===== src/rtl/mem_access_ctrl_pkg.sv =====
`default_nettype none
// ============================================================================
// Package     : mem_pkg
// Description : Shared types and defaults for the memory access controller.
// Revision    : 1.0 - initial release
// ============================================================================
package mem_pkg;

  // Controller phases for one core memory access
  typedef enum logic [1:0] {
    IDLE = 2'b00,
    REQ  = 2'b01,
    DONE = 2'b10
  } state_t;

  localparam int unsigned c_tw_default      = 8;
  localparam int unsigned c_timeout_default = 255;
  localparam logic [31:0] c_err_data_default = 32'hDEAD_BEEF;

  // Drop the byte offset so memory always sees a word address
  function automatic logic [31:0] word_align(input logic [31:0] addr);
    return {addr[31:2], 2'b00};
  endfunction

endpackage
`default_nettype wire


===== src/rtl/mem_access_ctrl_if.sv =====
`default_nettype none
// ============================================================================
// Interface   : mem_access_ctrl_if
// Description : req/ack bus between the access controller and unified memory.
// Revision    : 1.0 - initial release
// ============================================================================
interface mem_access_ctrl_if;
  logic        mem_req;
  logic        mem_we;
  logic [31:0] mem_addr;
  logic [31:0] mem_wdata;
  logic [31:0] mem_rdata;
  logic        mem_ack;

  // Controller side issues requests
  modport master (
    output mem_req, mem_we, mem_addr, mem_wdata,
    input  mem_rdata, mem_ack
  );

  // Memory side answers them
  modport slave (
    input  mem_req, mem_we, mem_addr, mem_wdata,
    output mem_rdata, mem_ack
  );
endinterface
`default_nettype wire


===== src/rtl/mem_access_ctrl_wait_timer.sv =====
`default_nettype none
// ============================================================================
// Module      : wait_timer
// Description : Wait-cycle counter with clear/enable; terminal count flags the
//               cycle whose increment would reach TIMEOUT.
// Revision    : 1.0 - initial release
// ============================================================================
module wait_timer #(
  parameter int unsigned TW      = 8,
  parameter int unsigned TIMEOUT = 255
) (
  input  wire logic clk,
  input  wire logic reset,
  input  wire logic i_clr,
  input  wire logic i_en,
  output logic      o_tc
);

  // Count value seen in the last allowed waiting cycle
  localparam logic [TW-1:0] c_last = TW'(TIMEOUT - 1);

  logic [TW-1:0] r_count;

  // Count waiting cycles; clear takes priority over enable
  always_ff @(posedge clk) begin
    if (!reset) begin
      r_count <= '0;
    end else if (i_clr) begin
      r_count <= '0;
    end else if (i_en) begin
      r_count <= r_count + TW'(1);
    end
  end

  // Kept independent of i_en so the controller's decode has no loop through it
  assign o_tc = (r_count == c_last);

endmodule
`default_nettype wire


===== src/rtl/mem_access_ctrl.sv =====
`default_nettype none
// ============================================================================
// Module      : mem_access_ctrl
// Description : Turns the multicycle core's single-cycle memory port into a
//               req/ack handshake, stalling the core while an access is open,
//               holding read data and flagging misaligned/timed-out accesses.
// Revision    : 1.0 - initial release
// ============================================================================
module mem_access_ctrl
  import mem_pkg::*;
#(
  parameter int unsigned TIMEOUT  = c_timeout_default,
  parameter int unsigned TW       = c_tw_default,
  parameter logic [31:0] ERR_DATA = c_err_data_default
) (
  input  wire logic        clk,
  input  wire logic        reset,
  input  wire logic [31:0] Adr,
  input  wire logic [31:0] WriteData,
  input  wire logic        MemRead,
  input  wire logic        MemWrite,
  output logic [31:0]      ReadData,
  output logic             Stall,
  output logic             BusErr,
  mem_access_ctrl_if.master mem
);

  state_t      r_state;
  state_t      w_next;

  logic [31:0] r_addr;
  logic [31:0] r_wdata;
  logic        r_we;
  logic [31:0] r_read_data;
  logic        r_bus_err;

  logic        w_acc;
  logic        w_aligned;
  logic        w_latch;
  logic        w_tmr_clr;
  logic        w_tmr_en;
  logic        w_tc;
  logic        w_rd_load;
  logic [31:0] w_rd_val;
  logic        w_set_err;

  // A simultaneous read and write request is treated as a write
  assign w_acc     = MemRead | MemWrite;
  assign w_aligned = (Adr[1:0] == 2'b00);

  wait_timer #(
    .TW      (TW),
    .TIMEOUT (TIMEOUT)
  ) u_wait_timer (
    .clk   (clk),
    .reset (reset),
    .i_clr (w_tmr_clr),
    .i_en  (w_tmr_en),
    .o_tc  (w_tc)
  );

  // State register; reset abandons any access in flight
  always_ff @(posedge clk) begin
    if (!reset) begin
      r_state <= IDLE;
    end else begin
      r_state <= w_next;
    end
  end

  // Next-state decode plus stall, latch and read-data load controls
  always_comb begin
    w_next    = r_state;
    Stall     = 1'b0;
    w_latch   = 1'b0;
    w_tmr_clr = 1'b0;
    w_tmr_en  = 1'b0;
    w_rd_load = 1'b0;
    w_rd_val  = r_read_data;
    w_set_err = 1'b0;
    case (r_state)
      IDLE: begin
        Stall     = w_acc;
        w_tmr_clr = 1'b1;
        if (w_acc) begin
          if (w_aligned) begin
            w_latch = 1'b1;
            w_next  = REQ;
          end else begin
            // Misaligned: never reaches memory, reported one cycle later
            w_set_err = 1'b1;
            w_next    = DONE;
            if (!MemWrite) begin
              w_rd_load = 1'b1;
              w_rd_val  = ERR_DATA;
            end
          end
        end
      end
      REQ: begin
        Stall    = 1'b1;
        w_tmr_en = 1'b1;
        // Ack is checked first so it beats a timeout in the same cycle
        if (mem.mem_ack) begin
          w_next = DONE;
          if (!r_we) begin
            w_rd_load = 1'b1;
            w_rd_val  = mem.mem_rdata;
          end
        end else if (w_tc) begin
          w_set_err = 1'b1;
          w_next    = DONE;
          if (!r_we) begin
            w_rd_load = 1'b1;
            w_rd_val  = ERR_DATA;
          end
        end
      end
      DONE: begin
        // The core still shows the finished request here, so it is ignored
        w_tmr_clr = 1'b1;
        w_next    = IDLE;
      end
      default: begin
        w_next = IDLE;
      end
    endcase
  end

  // Latch the request so address/data/direction stay stable through REQ
  always_ff @(posedge clk) begin
    if (!reset) begin
      r_addr  <= '0;
      r_wdata <= '0;
      r_we    <= 1'b0;
    end else if (w_latch) begin
      r_addr  <= word_align(Adr);
      r_wdata <= WriteData;
      r_we    <= MemWrite;
    end
  end

  // Read data holds until the next read completes; error flag lives for DONE only
  always_ff @(posedge clk) begin
    if (!reset) begin
      r_read_data <= '0;
      r_bus_err   <= 1'b0;
    end else begin
      r_bus_err <= w_set_err;
      if (w_rd_load) begin
        r_read_data <= w_rd_val;
      end
    end
  end

  assign ReadData      = r_read_data;
  assign BusErr        = r_bus_err;
  assign mem.mem_req   = (r_state == REQ);
  assign mem.mem_we    = r_we;
  assign mem.mem_addr  = r_addr;
  assign mem.mem_wdata = r_wdata;

endmodule
`default_nettype wire


===== src/flat_wrapper.sv =====
// flat-port wrapper written by rule: the top's interface ports become plain ports
module mem_access_ctrl_flat import mem_pkg::*;
#(
  parameter int unsigned TIMEOUT  = c_timeout_default,
  parameter int unsigned TW       = c_tw_default,
  parameter logic [31:0] ERR_DATA = c_err_data_default
)
  (clk, reset, Adr, WriteData, MemRead, MemWrite, ReadData, Stall, BusErr, mem_mem_req, mem_mem_we, mem_mem_addr, mem_mem_wdata, mem_mem_rdata, mem_mem_ack);
  mem_access_ctrl_if mem_i ();
  input  wire logic clk;
  input  wire logic reset;
  input  wire logic [31:0] Adr;
  input  wire logic [31:0] WriteData;
  input  wire logic MemRead;
  input  wire logic MemWrite;
  output logic [31:0] ReadData;
  output logic Stall;
  output logic BusErr;
  output wire logic [$bits(mem_i.mem_req)-1:0] mem_mem_req;
  output wire logic [$bits(mem_i.mem_we)-1:0] mem_mem_we;
  output wire logic [$bits(mem_i.mem_addr)-1:0] mem_mem_addr;
  output wire logic [$bits(mem_i.mem_wdata)-1:0] mem_mem_wdata;
  input wire logic [$bits(mem_i.mem_rdata)-1:0] mem_mem_rdata;
  input wire logic [$bits(mem_i.mem_ack)-1:0] mem_mem_ack;
  assign mem_mem_req = mem_i.mem_req;
  assign mem_mem_we = mem_i.mem_we;
  assign mem_mem_addr = mem_i.mem_addr;
  assign mem_mem_wdata = mem_i.mem_wdata;
  assign mem_i.mem_rdata = mem_mem_rdata;
  assign mem_i.mem_ack = mem_mem_ack;
  mem_access_ctrl #(.TIMEOUT(TIMEOUT), .TW(TW), .ERR_DATA(ERR_DATA)) u_core (.clk(clk), .reset(reset), .Adr(Adr), .WriteData(WriteData), .MemRead(MemRead), .MemWrite(MemWrite), .ReadData(ReadData), .Stall(Stall), .BusErr(BusErr), .mem(mem_i));
endmodule

===== config.mk =====
export PLATFORM = sky130hd
export DESIGN_NAME = mem_access_ctrl_flat
export DESIGN_NICKNAME = d
export VERILOG_FILES = /design/src/rtl/mem_access_ctrl_pkg.sv /design/src/rtl/mem_access_ctrl_if.sv /design/src/rtl/mem_access_ctrl_wait_timer.sv /design/src/rtl/mem_access_ctrl.sv /design/src/flat_wrapper.sv
export SDC_FILE = /design/constraint.sdc
export NUM_CORES = 1
export LEC_CHECK = 0
export ABC_AREA = 1
export BUFFER_PORTS_ARGS = -buffer_cell sky130_fd_sc_hd__buf_2
export CAP_MARGIN = 40
export CORE_UTILIZATION = 40
export CTS_BUF_LIST = sky130_fd_sc_hd__clkbuf_16
export DETAILED_ROUTE_END_ITERATION = 8
export PLACE_DENSITY = 0.8
export SLEW_MARGIN = 20
export SYNTH_ARGS = -nofsm -noshare
export SYNTH_HDL_FRONTEND = slang
export SYNTH_HIERARCHICAL = 1
export SYNTH_SLANG_ARGS = --single-unit

===== constraint.sdc =====
create_clock -name clk -period 1.74 [get_ports clk]
set_clock_uncertainty 0.05 [all_clocks]
set_input_delay 0.087 -clock clk [delete_from_list [all_inputs] [get_ports clk]]
set_output_delay 0.087 -clock clk [all_outputs]
set_load 0.01 [all_outputs]

Word level (Yosys, flattened, before mapping)

Index checks and enable logic that the tools add are counted.

Register bits: 106
Output and inout port bits: 100
Logic and storage cells: 56
Input bits: 101

Equality and inequality tests: 8
Multiplexer cells: 31
Bitwise logic cells: 2
Add/subtract/negate cells: 1
Reduce and logical (&&, ||, !) cells: 7

Operator list:

| operator            | number |
|---|---|
| $mux 32             | 7 |
| $pmux 32 s2         | 1 |
| $mux 1              | 15 |
| $add 8x1->8 const B | 1 |
| $eq 8x8->1 const B  | 1 |
| $mux 2              | 4 |
| $reduce_and 7->1    | 1 |
| $ne 2x2->1 const B  | 3 |
| $pmux 1 s2          | 3 |
| $logic_not 2->1     | 2 |
| $pmux 2 s2          | 1 |
| $reduce_or 2->1     | 2 |
| $ne 3x1->1 const B  | 1 |
| $eq 2x1->1 const B  | 1 |
| $eq 2x2->1 const B  | 1 |
| $ne 2x1->1 const B  | 1 |
| $reduce_and 2->1    | 1 |
| $reduce_bool 2->1   | 1 |
| $not 1->1           | 1 |
| $or 1x1->1          | 1 |

Logic depth before layout (Yosys ltp)

Gate-level depths: netlist of run 1.

Word-level depth: 5
Mapped depth: 10
Gate-level depth less buffers: 9

Hierarchy

The synthesis of run 1 kept the hierarchy.

Modules (own cells, without submodules):

| module          | cells an instance | times used | area each (um2) | seq. area each (um2) |
|---|---|---|---|---|
| mem_access_ctrl | 599               | 1          | 4456.8          | 1961.9 |
| wait_timer      | 53                | 1          | 375.4           | 160.2 |

Worst setup path after synthesis of run 1

Ideal clock, no wire load.

Kind: register -> register
From: reg u_core.u_wait_timer.r_count[0]
To: reg u_core.r_read_data[10], in the netlist u_core/ReadData[10]
Data arrival time: 1.375 ns
Buffers on the path: 1
Slack: 0.200 ns
Cell stages (with the launch flop): 11
Library setup time: 0.115 ns
Clock period less this slack: 1.540 ns
Required time: 1.575 ns
Cells stage by stage: dfxtp_1 > inv_1 > ha_1 > nand4_1 > nor2_1 > o21a_1 > nand2_2 > buf_2 > nand3_1 > nand2_1 > nor2_1

Longest elaborated chain between the ends: 5
Elaborated cells on any way between the ends: 6
Those cells by class: eq/ne: 2; mux: 3; reduce/logical: 1

RTL lines:

| element                             | RTL line                         | RTL |
|---|---|---|
| start, declared                     | mem_access_ctrl_wait_timer.sv:22 | `logic [TW-1:0] r_count;` |
| start signal, assigned              | mem_access_ctrl_wait_timer.sv:31 | `r_count <= r_count + TW'(1);` |
| $eq 8x8->1 *                        | mem_access_ctrl_wait_timer.sv:36 | `assign o_tc = (r_count == c_last);` |
| net u_core.w_tc                     | mem_access_ctrl.sv:42            | `logic w_tc;` |
| $mux 1                              | mem_access_ctrl.sv:110           | `end else if (w_tc) begin` |
| $mux 1                              | mem_access_ctrl.sv:104           | `if (mem.mem_ack) begin` |
| $pmux 1 s2                          | mem_access_ctrl.sv:81            | `case (r_state)` |
| $reduce_and 7->1 (no source line) * | n/a                              |  |
| end signal, assigned                | mem_access_ctrl.sv:151           | `r_read_data <= w_rd_val;` |
| end, declared                       | mem_access_ctrl.sv:34            | `logic [31:0] r_read_data;` |

The timed path passes the listed nets; every way through them passes the cells marked *.
A chain may end at the register's enable or synchronous reset.

Final worst setup path of run 1

From: in MemWrite
To: reg u_core.r_wdata[13], in the netlist u_core/mem.mem_wdata[13]

Longest elaborated chain between the ends: 3

RTL lines:

| element              | RTL line               | RTL |
|---|---|---|
| start, declared      | flat_wrapper.sv:15     | `input wire logic MemWrite;` |
| $or 1x1->1           | mem_access_ctrl.sv:48  | `assign w_acc = MemRead \| MemWrite;` |
| $mux 1               | mem_access_ctrl.sv:85  | `if (w_acc) begin` |
| $mux 1               | mem_access_ctrl.sv:81  |  |
| end signal, assigned | mem_access_ctrl.sv:138 | `r_wdata <= WriteData;` |
| end, declared        | mem_access_ctrl.sv:32  | `logic [31:0] r_wdata;` |

Every way passes these cells.

==> metrics.md, run 1 <==
| Metric | Value |
|---|---|
| Clock root cell | `clkbuf_16` |
| Final Cycle Share | `95.6%` |
| R2R Path End | `u_core/ReadData[4]$_SDFFE_PN0P_` |
| CTS tree | `built` |
| Max Cap Viol | `0` |
| Drt initial violations | `521` |
| Reg area | `2120 um2` |
| Initial Util | `41.6%` |
| Drt via density | `5.13` |
| Post-synth top cells | `142 x nand2_1, 106 x dfxtp_1, 93 x a21oi_1` |
| Critical path endpoint category | `flip-flop` |
| Core Region | `11,600 um2` |
| Status | `finished with violations` |
| Max Clk Rate | `601 MHz` |
| Final setup fails | `0` |
| Global-route wire length before repair | `23,300 um` |
| CTS Sinks | `106` |
| Ys async rst share | `0%` |
| Count of boundary I/O pins | `201` |
| Leak pwr | `3.13 nW` |
| DP Worst Slack | `0.159 ns` |
| WL final | `14,600 um` |
| Row count | `39` |
| Number of port buffers | `198` |
| Critical path class | `in2reg` |
| Startpoint type of the worst setup path | `input pin` |
| Num CTS Buffers | `9` |
| Worst path required time | `1.94 ns` |
| Post-synth EDFFs | `0` |
| Post-Syn Area | `4830 um2` |
| GP Congestion | `0.776` |
| Peak VDD IR | `0.552 mV` |
| Fin nets | `997` |
| Die Height | `112 um` |
| Final WS setup | `0.0772 ns` |
| Largest net degree at the start of global routing | `67` |
| Die W | `112 um` |
| Synth Register Bits | `106` |
| GRT Residual Overflow | `0` |
| Most frequent cell after synthesis | `nand2_1` |
| Unrepaired setup endpoints after global routing | `yes` |
| Multi-input gate area | `2130 um2` |
| Mean routed wirelength per cell | `14.0 um` |
| Yosys Warn Count | `6` |
| Clock Tree Buf Depth | `2` |
| Drt pass-1 iters | `8` |
| Max Transition Viols Final | `0` |
| Violated checks | `DRC` |
| Worst r2r src | `u_core/u_wait_timer/r_count[0]$_SDFFE_PP0P_` |
| R2R setup slack | `0.16 ns` |
| Min cycle time layout | `1.66 ns` |
| Routed Antenna Nets | `0` |
| Final hold vios | `0` |
| Fillers | `991` |
| H-tree levels | `3` |
| Synth top area share | `43.9%` |
| R2R depth | `10` |
| Clock-pin slew on the worst setup and hold paths | `0.07 ns` |
| Power per cell area | `846 nW/um2` |
| Core Util, Final | `58.9%` |
| Area contributors post-synth | `dfxtp_1 44%, nand2_1 11%, a21oi_1 9.6%, nand4_1 8.2%, nor2_1 6.0%` |
| Routed vias | `5,348` |
| Avg Inst Size Synth | `7.41 um2` |
| Layout cells sized above 1 | `28.5%` |
| Hold wc startpoint | `mem_mem_rdata[9]` |
| Ys flop type | `dfxtp_1` |
| Vias in the first global route | `4,958` |
| Sequential fraction of the synthesis area | `43.9%` |
| Total GRT Usage | `23.1%` |
| Insertion delay to the later sink of the worst-skew pair | `0.34 ns` |
| Antenna violations before repair | `0` |
| # diodes | `0` |
| Post-synth cell types | `24` |
| Critical Path AT | `1.87 ns` |
| Hold path cells | `5` |
| Area grow syn2layout | `41.5%` |
| Min-delay worst type | `in2reg` |
| Post-DP HPWL | `8570 um` |
| Maximum fanout along the worst path | `27` |
| DIE AREA | `12,500 um2` |
| Post-Synthesis Cells | `652` |
| Hold EP | `u_core/ReadData[9]$_SDFFE_PN0P_` |
| Post-synth top area cell | `dfxtp_1` |
| DRC errors left | `16` |
[power breakdown]
group          total, W  switching [W]  internal, W
Clock           0.00204       0.000929      0.00111
Combinational   0.00110       0.000609     0.000492
Sequential      0.00264      0.0000759      0.00257
[layer usage]
layer	vias up	share of wire [%]	track usage [%]
met5	-	0	0
met4	0	2.3	10.1
met3	31	8.8	5.17
met2	283	48	39.6
met1	2402	41	27.5
li1	2632	-	-
[worst max path at each step]
stage	startpoint	end	cells after the start
2_1_floorplan	u_core/u_wait_timer/r_count[0]$_SDFFE_PP0P_	u_core/ReadData[10]$_SDFFE_PN0P_	10
3_3_place_gp	u_core/u_wait_timer/r_count[0]$_SDFFE_PP0P_	u_core/ReadData[16]$_SDFFE_PN0P_	10
3_5_place_dp	u_core/u_wait_timer/r_count[0]$_SDFFE_PP0P_	u_core/ReadData[4]$_SDFFE_PN0P_	10
4_1_cts	u_core/r_state[0]$_SDFFE_PN0P_	mem_mem_req	4
5_1_grt	u_core/u_wait_timer/r_count[1]$_SDFFE_PP0P_	u_core/ReadData[5]$_SDFFE_PN0P_	8
6_report	MemWrite	u_core/mem.mem_wdata[13]$_SDFFE_PN0P_	7
[sequential cells by signal (all words and copies together), names as in the netlist]
register,flops
u_core/ReadData,32
u_core/u_wait_timer/r_count,8
u_core/mem.mem_wdata,32
u_core/mem.mem_addr,30
u_core/r_state,2
u_core/BusErr,1
u_core/mem.mem_we,1
[area by class of cell]
type | instances | area share (%)
Sequential cell | 106 | 31.0
Multi-Input combinational cell | 444 | 31.2
Clock inverter | 7 | 1.02
Clock buffer | 9 | 3.29
Tap cell | 143 | 2.62
Inverter | 44 | 2.42
Timing Repair Buffer | 289 | 28.4
[placed cells by master (no fill, tap or decap), drive strengths merged, types with 3 or more instances in the layout]
master       Yosys  routed
a21oi          103     103
buf             50     218
clkbuf           9       9
clkinv           0       3
clkinvlp         0       3
dfxtp          106     106
dlygate4sd3      0      71
inv             44      44
nand2          143     143
nand3           42      42
nand4           63      63
nor2            82      82
o21ai            4       4
[critical path, cell delays in order]
cell and delay, ns:
dlygate4sd3_1 0.54, buf_2 0.14, or2_2 0.41, nand3_4 0.19, buf_12 0.19, nand2_1 0.09
a21oi_1 0.21
[what timing repair did]
action | CTS | global route
setup endpoints to repair | 0 | 12
endpoints found under the hold margin | 71 | 0
hold buffers | 71 | 0
buffers inserted | 0 | 3
resized for setup | 0 | 2
[metrics by stage]
stage	TNS [ns]	cells	cell area [um2]	power, W	hold slack (ns)
after global placement	0	952	5800	0.00363	0.313
after floorplan	0	653	4840	0.00331	0.202
after global routing	-0.0195	1042	6840	0.00605	0.0182
after CTS	0	1039	6810	0.00580	0.000639
after detailed placement	0	952	5800	0.00364	0.318
final	0	1042	6840	0.00578	0.0117
[logic make-up after synthesis]
logic type / share of synthesized area (%)
simple gates: 31.3
buf+inv: 12.2
compound gates: 12.0
other cells: 0.0776
flops: 43.9
fa+ha+maj: 0.518
(Power assumes the default switching activity.)
==> run 2: changes to the inputs <==
--- a/config.mk
+++ b/config.mk
@@ -12,6 +12,7 @@
 export CTS_BUF_LIST = sky130_fd_sc_hd__clkbuf_16
 export DETAILED_ROUTE_END_ITERATION = 8
 export PLACE_DENSITY = 0.8
+export RECOVER_POWER = 100
 export SLEW_MARGIN = 20
 export SYNTH_ARGS = -nofsm -noshare
 export SYNTH_HDL_FRONTEND = slang
==> run 2 against run 1 <==
  * Global-route usage unchanged
  * The flow still finishes with violations (DRC)
  * Flip-flop and latch count unchanged
  * Non-clock buffer count unchanged
  * Clock power about the same
  * Die area unchanged
  * Design area down 2.1%
==> metrics.md, run 2 (same netlist as run 1, synthesis figures left out) <==
| Metric | Value |
|---|---|
| Max Cap Viol | `0 (unchanged)` |
| Drt pass-1 iters | `7 (-1)` |
| Mean routed wirelength per cell | `14.1 um (+0.74%)` |
| H-tree levels | `3 (unchanged)` |
| Smallest hold slack | `0.0151 ns (+0.00346 ns)` |
| GP Congestion | `0.776 (unchanged)` |
| Setup_tns | `0 ns (unchanged)` |
| Critical path class | `in2reg` |
| Commonest cells after routing, fill and taps aside | `142 x nand2_1, 106 x dfxtp_1, 100 x buf_2, 97 x clkbuf_1, 93 x a21oi_1` |
| Die Height | `112 um (unchanged)` |
| Met2 wire len | `7100 um (+1.6%)` |
| Power per cell area | `860 nW/um2 (+1.6%)` |
| Final setup fails | `0 (unchanged)` |
| Number of port buffers | `198 (unchanged)` |
| Max Clk Rate | `604 MHz (+0.43%)` |
| Unrepaired setup endpoints after global routing | `yes` |
| Layout cells sized above 1 | `17.5% (-11 points)` |
| Final Cycle Share | `95.2% (-0.41 points)` |
| Routed Antenna Nets | `0 (unchanged)` |
| DIE AREA | `12,500 um2 (unchanged)` |
| Final Non-Filler Cells | `1,042 (unchanged)` |
| Global-route wire length before repair | `23,300 um (unchanged)` |
| Startpoint type of the worst setup path | `input pin` |
| Post-DP HPWL | `8570 um (unchanged)` |
| WL final | `14,700 um (+0.74%)` |
| Num CTS Buffers | `9 (unchanged)` |
| Area grow syn2layout | `38.6%` |
| Metal3 WL | `1250 um (-2.4%)` |
| # diodes | `0 (unchanged)` |
| GRT Residual Overflow | `0 (unchanged)` |
| Vias in the first global route | `4,958 (unchanged)` |
| Clock root cell | `clkbuf_16` |
| CP delay by family, top | `buffers and inverters` |
| CTS Sinks | `106 (unchanged)` |
| Total GRT Usage | `23.1% (unchanged)` |
| Clock-pin slew on the worst setup and hold paths | `0.07 ns (about the same)` |
| Row count | `39 (unchanged)` |
| Insertion delay to the later sink of the worst-skew pair | `0.34 ns (about the same)` |
| CTS tree | `built` |
| Count of boundary I/O pins | `201 (unchanged)` |
| Min-delay worst type | `in2reg` |
| Maximum fanout along the worst path | `27 (unchanged)` |
| Die W | `112 um (unchanged)` |
| Fin nets | `997 (unchanged)` |
| Routed vias | `5,321 (-0.50%)` |
| Antenna violations before repair | `0 (unchanged)` |
| Max Transition Viols Final | `0 (unchanged)` |
| Initial Util | `41.6% (unchanged)` |
| Min cycle time layout | `1.66 ns (-0.00709 ns)` |
| Top layer in use | `met4` |
| Drt via density | `5.11 (-0.50%)` |
| Critical Path AT | `1.86 ns (about the same)` |
| Peak VDD IR | `0.556 mV (+0.88%)` |
| Drt initial violations | `480 (-7.9%)` |
| DRC errors left | `16 (unchanged)` |
| Clock Tree Buf Depth | `2 (unchanged)` |
| Final hold vios | `0 (unchanged)` |
| M1 WL | `6080 um (+1.5%)` |
| Core Region | `11,600 um2 (unchanged)` |
| Status | `finished with violations` |
| Placed Cells | `952 (unchanged)` |
| Critical path, cell by cell | `dlygate4sd3_1, clkbuf_1, or2_2, nand3_4, buf_12, nand2_1, a21oi_1` |
| Leak pwr | `2.73 nW (-13%)` |
| Violated checks | `DRC` |
| Slowest-stage cell, CP | `dlygate4sd3_1` |
| Worst path required time | `1.94 ns (about the same)` |
| Largest net degree at the start of global routing | `67 (unchanged)` |
| CP peak stage delay | `0.54 ns (about the same)` |
| WP buf/inv | `3 (unchanged)` |
| R2R setup slack | `0.15 ns (about the same)` |
| Critical path endpoint category | `flip-flop` |
| Commonest non-fill, non-tap cell in the layout | `nand2_1` |
[run 2: changes by cell type in the layout (fill, tap and decap cells not counted), sizes merged]
cell	previous run	this run
buf	218	118
clkbuf	9	109
[run 2: report_power, final]
| group | internal [W] | total [W] | switching (W) |
|---|---|---|---|
| clock network | 0.00111 | 0.00205 | 0.000934 |
| registers | 0.00257 | 0.00265 | 0.0000799 |
| logic | 0.000451 | 0.00106 | 0.000610 |
| total | 0.00413 | 0.00575 | 0.00162 |
[run 2: final cells by class]
class | count | area (um2)
clock buffer | 9 | 225
clock inverter | 7 | 70.1
sequential | 106 | 2120
tap | 143 | 179
inverter | 44 | 165
multi-input combinational | 444 | 2130
timing repair buffer | 289 | 1810
fill | 1059 | 4920
[run 2: metal layers]
layer / track usage (%) / up-vias
met5: 0 / -
met4: 10.1 / 0
met3: 5.17 / 22
met2: 39.6 / 277
met1: 27.5 / 2386
li1: - / 2636
[run 2: repair_timing]
action,in CTS,in global routing
endpoints found under the hold margin,71,0
buffers inserted,0,3
setup endpoints to repair,0,12
gates resized for setup,0,2
hold buffers,71,0
[run 2: metrics by stage]
| step | setup WS (ns) | util (%) | area (um2) | total power [W] |
|---|---|---|---|---|
| floorplan | 0.200 | - | 4840 | 0.00331 |
| global placement | 0.201 | 49.9 | 5800 | 0.00363 |
| detailed placement | 0.159 | 49.9 | 5800 | 0.00364 |
| CTS | 0.0215 | 58.6 | 6810 | 0.00580 |
| global route | -0.0119 | 57.6 | 6700 | 0.00601 |
| finish | 0.0843 | 57.6 | 6700 | 0.00575 |
[run 2: worst paths after layout]
kind / start / endpoint / cells past startpoint
setup / recovery: MemWrite / u_core/mem.mem_wdata[13]$_SDFFE_PN0P_ / 7
hold / removal: mem_mem_rdata[9] / u_core/ReadData[9]$_SDFFE_PN0P_ / 5
setup reg to reg: u_core/u_wait_timer/r_count[0]$_SDFFE_PP0P_ / u_core/ReadData[4]$_SDFFE_PN0P_ / 10
hold reg to reg: u_core/mem.mem_wdata[12]$_SDFFE_PN0P_ / u_core/mem.mem_wdata[12]$_SDFFE_PN0P_ / 2
[run 2: worst register-to-register path: cells and delay by family, from the launching register on]
family,cells,cell delay (ns)
adder cells (fa/ha/maj),1,0.18
buffers and inverters,2,0.29
AND/OR/NAND/NOR,6,0.46
AO/OA/AOI/OAI,1,0.17
flip-flops,1,0.33
==> run 3: changes to the inputs <==
--- a/config.mk
+++ b/config.mk
@@ -8,13 +8,12 @@
 export ABC_AREA = 1
 export BUFFER_PORTS_ARGS = -buffer_cell sky130_fd_sc_hd__buf_2
 export CAP_MARGIN = 40
-export CORE_UTILIZATION = 40
+export CORE_UTILIZATION = 47
 export CTS_BUF_LIST = sky130_fd_sc_hd__clkbuf_16
 export DETAILED_ROUTE_END_ITERATION = 8
-export PLACE_DENSITY = 0.8
+export PLACE_DENSITY = 0.91
 export RECOVER_POWER = 100
 export SLEW_MARGIN = 20
 export SYNTH_ARGS = -nofsm -noshare
 export SYNTH_HDL_FRONTEND = slang
-export SYNTH_HIERARCHICAL = 1
 export SYNTH_SLANG_ARGS = --single-unit
==> run 3 against run 2 <==
  * The flow still finishes with violations (DRC)
  * Setup slack better by 0.047 ns
  * Fmax up 2.9%
  * Critical path depth up 3
  * Flip-flop and latch count unchanged
  * Clock-buffer cell count unchanged
  * Register-to-register slack worse by 0.02 ns
  * Synthesized cell count down 13%
  * Non-clock buffer count down 8
  * Sequential share of layout area up 2.1 points
  * Largest cell class is now flip-flops and latches
==> metrics.md, run 3 <==
| Metric | Value |
|---|---|
| Setup_tns | `0 ns (unchanged)` |
| Multi-input gate area | `1940 um2 (-8.6%)` |
| R2R depth | `11 (+1)` |
| Total GRT Usage | `27.7% (+4.6 points)` |
| Area contributors post-synth | `dfxtp_1 49%, nor2_1 15%, o21ai_0 7.7%, nand2_1 5.4%, nand3b_1 4.6%` |
| Post-synth cell types | `30 (+25%)` |
| Worst path required time | `1.91 ns (-0.03 ns)` |
| Critical path endpoint category | `flip-flop` |
| GP Congestion | `0.818 (+5.5%)` |
| Reg area | `2120 um2 (about the same)` |
| H-tree levels | `3 (unchanged)` |
| Vias in the first global route | `4,618 (-6.9%)` |
| Num CTS Buffers | `9 (unchanged)` |
| Synth Register Bits | `106 (unchanged)` |
| Insertion delay to the later sink of the worst-skew pair | `0.33 ns (about the same)` |
| Fillers | `686 (-35%)` |
| Die W | `98.4 um (-12%)` |
| Final setup fails | `0 (unchanged)` |
| Ys flop type | `dfxtp_1` |
| Startpoint type of the worst setup path | `input pin` |
| Placed Cells | `853 (-10%)` |
| Count of boundary I/O pins | `201 (unchanged)` |
| Commonest non-fill, non-tap cell in the layout | `nor2_1` |
| Most frequent cell after synthesis | `nor2_1` |
| Yosys Warn Count | `0 (-6)` |
| Post-synth top cells | `171 x nor2_1, 106 x dfxtp_1, 67 x o21ai_0` |
| Layout cells sized above 1 | `19.7% (+2.2 points)` |
| Drt initial violations | `293 (-39%)` |
| Initial Util | `49.4% (+7.8 points)` |
| Ys async rst share | `0% (unchanged)` |
| Reg power frac | `48.1% (+2.1 points)` |
| Fin nets | `930 (-6.7%)` |
| Drt via density | `5.14 (+0.64%)` |
| Mean routed wirelength per cell | `14.5 um (+2.6%)` |
| Post-synth top area cell | `dfxtp_1` |
| Sequential fraction of the synthesis area | `48.6% (+4.7 points)` |
| Max Transition Viols Final | `0 (unchanged)` |
| Peak VDD IR | `0.531 mV (-4.5%)` |
| Routed vias | `4,831 (-9.2%)` |
| Clock root cell | `clkbuf_16` |
| WL final | `13,600 um (-7.4%)` |
| Leak pwr | `2.87 nW (+4.9%)` |
| Largest net degree at the start of global routing | `59 (-12%)` |
| Hold path cells | `5 (unchanged)` |
| Die Height | `98.4 um (-12%)` |
| Final Non-Filler Cells | `940 (-9.8%)` |
| Post-Syn Area | `4370 um2 (-9.6%)` |
| Routed Antenna Nets | `0 (unchanged)` |
| Global-route wire length before repair | `21,400 um (-8.4%)` |
| Status | `finished with violations` |
| Clock-pin slew on the worst setup and hold paths | `0.07 ns (about the same)` |
| Synth top area share | `48.6% (+4.7 points)` |
| Post-synth EDFFs | `0 (unchanged)` |
| CTS Sinks | `106 (unchanged)` |
| Row count | `34 (-13%)` |
| Power per cell area | `897 nW/um2 (+4.3%)` |
| Maximum fanout along the worst path | `51 (+89%)` |
| CTS tree | `built` |
| Commonest cells after routing, fill and taps aside | `170 x nor2_1, 105 x dfxtp_1, 102 x buf_2, 97 x clkbuf_1, 67 x o21ai_0` |
| DRC errors left | `14 (-2)` |
| Net Sw Power | `0.00159 W (-2.2%)` |
| Min-delay worst type | `in2reg` |
| Drt pass-1 iters | `6 (-1)` |
| Area grow syn2layout | `43.8%` |
| Clock power share | `34.5% (-1.1 points)` |
| Critical Path AT | `1.78 ns (-0.08 ns)` |
| Core Region | `8850 um2 (-24%)` |
| GRT Residual Overflow | `0 (unchanged)` |
| Final hold vios | `0 (unchanged)` |
| Final Cycle Share | `92.5% (-2.7 points)` |
| Max Cap Viol | `0 (unchanged)` |
| Unrepaired setup endpoints after global routing | `yes` |
| Sw Ratio | `28.2% (-0.029 points)` |
| Pint | `0.00405 W (-2.0%)` |
| Critical path class | `in2reg` |
| Avg Inst Size Synth | `7.68 um2 (+3.6%)` |
| Violated checks | `DRC` |
| Number of port buffers | `198 (unchanged)` |
| Antenna violations before repair | `0 (unchanged)` |
| Min cycle time layout | `1.61 ns (-0.0466 ns)` |
| DIE AREA | `9690 um2 (-23%)` |
| # diodes | `0 (unchanged)` |
| Max Clk Rate | `621 MHz (+2.9%)` |
| Combinational Power Share | `17.4% (-1.0 points)` |
| Clock Tree Buf Depth | `2 (unchanged)` |
| Post-Synthesis Cells | `569 (-13%)` |
| Post-DP HPWL | `7830 um (-8.7%)` |
## run 3: through the flow
stage | setup slack, ns | util (%) | instance area, um2 | power [W] | hold WS [ns]
2_1_floorplan | 0.314 | - | 4370 | 0.00325 | 0.172
3_3_place_gp | 0.112 | 61.0 | 5400 | 0.00360 | 0.257
3_5_place_dp | 0.0685 | 61.0 | 5400 | 0.00362 | 0.264
4_1_cts | 0.0405 | 71.6 | 6340 | 0.00566 | 0.00294
5_1_grt | -0.0258 | 71.0 | 6280 | 0.00587 | 0.0305
6_report | 0.131 | 71.0 | 6280 | 0.00564 | 0.0109
## run 3: cell families (layout without fill, tap and decap cells)
family	Yosys count	in the layout	share of synthesized area, %
compound gates	105	105	12.2
fa+ha+maj	2	2	0.573
buf+inv	53	314	7.42
flops	106	106	48.6
other cells	1	2	0.0858
simple gates	302	303	31.2
## run 3: worst max-delay path, cell delays in order
cell	delay, ns
dlygate4sd3_1	0.54
buf_2	0.12
inv_1	0.05
nand2_1	0.05
nand2_1	0.10
nor3_4	0.26
inv_2	0.09
buf_12	0.19
nor2_1	0.19
nor2_1	0.09
## run 3: power groups by stage
| stage | Clock (W) | Sequential (W) | Combinational [W] |
|---|---|---|---|
| 2_1_floorplan | 0 | 0.00283 | 0.000416 |
| 3_3_place_gp | 0 | 0.00275 | 0.000853 |
| 3_5_place_dp | 0 | 0.00275 | 0.000875 |
| 4_1_cts | 0.00197 | 0.00269 | 0.000990 |
| 5_1_grt | 0.00207 | 0.00273 | 0.00107 |
| 6_report | 0.00194 | 0.00271 | 0.000983 |
## run 3: cell type report
type / count / area share [%]
sequential: 106 / 33.8
multi-input combinational: 412 / 30.9
timing repair buffer: 281 / 27.6
clock buffer: 9 / 3.58
tap: 108 / 2.15
inverter: 17 / 1.02
clock inverter: 7 / 0.976
## run 3: layer usage
layer | vias to the layer above | track usage (%) | share of wire, %
li1 | 2326 | - | -
met1 | 2199 | 32.0 | 39
met2 | 258 | 48.5 | 49
met3 | 48 | 5.74 | 8.0
met4 | 0 | 13.9 | 4.0
met5 | - | 0 | 0
## run 3: final timing paths
check / startpoint / endpoint / slack [ns]
max reg2reg: u_core.u_wait_timer.r_count[0]$_SDFFE_PP0N_ / u_core.ReadData[30]$_SDFFE_PN0P_ / 0.13
max: MemWrite / u_core.mem.mem_wdata[13]$_SDFFE_PN0P_ / 0.13
min: mem_mem_rdata[24] / u_core.ReadData[24]$_SDFFE_PN0P_ / 0.01
min reg2reg: u_core.u_wait_timer.r_count[0]$_SDFFE_PP0N_ / u_core.u_wait_timer.r_count[0]$_SDFFE_PP0N_ / 0.39
## run 3: timing repair
item / 4_1_cts / 5_1_grt
setup endpoints to repair: 0 / 25
hold buffers: 65 / 0
gates resized for setup: 0 / 5
hold endpoints to repair: 65 / 0
setup buffers: 0 / 4
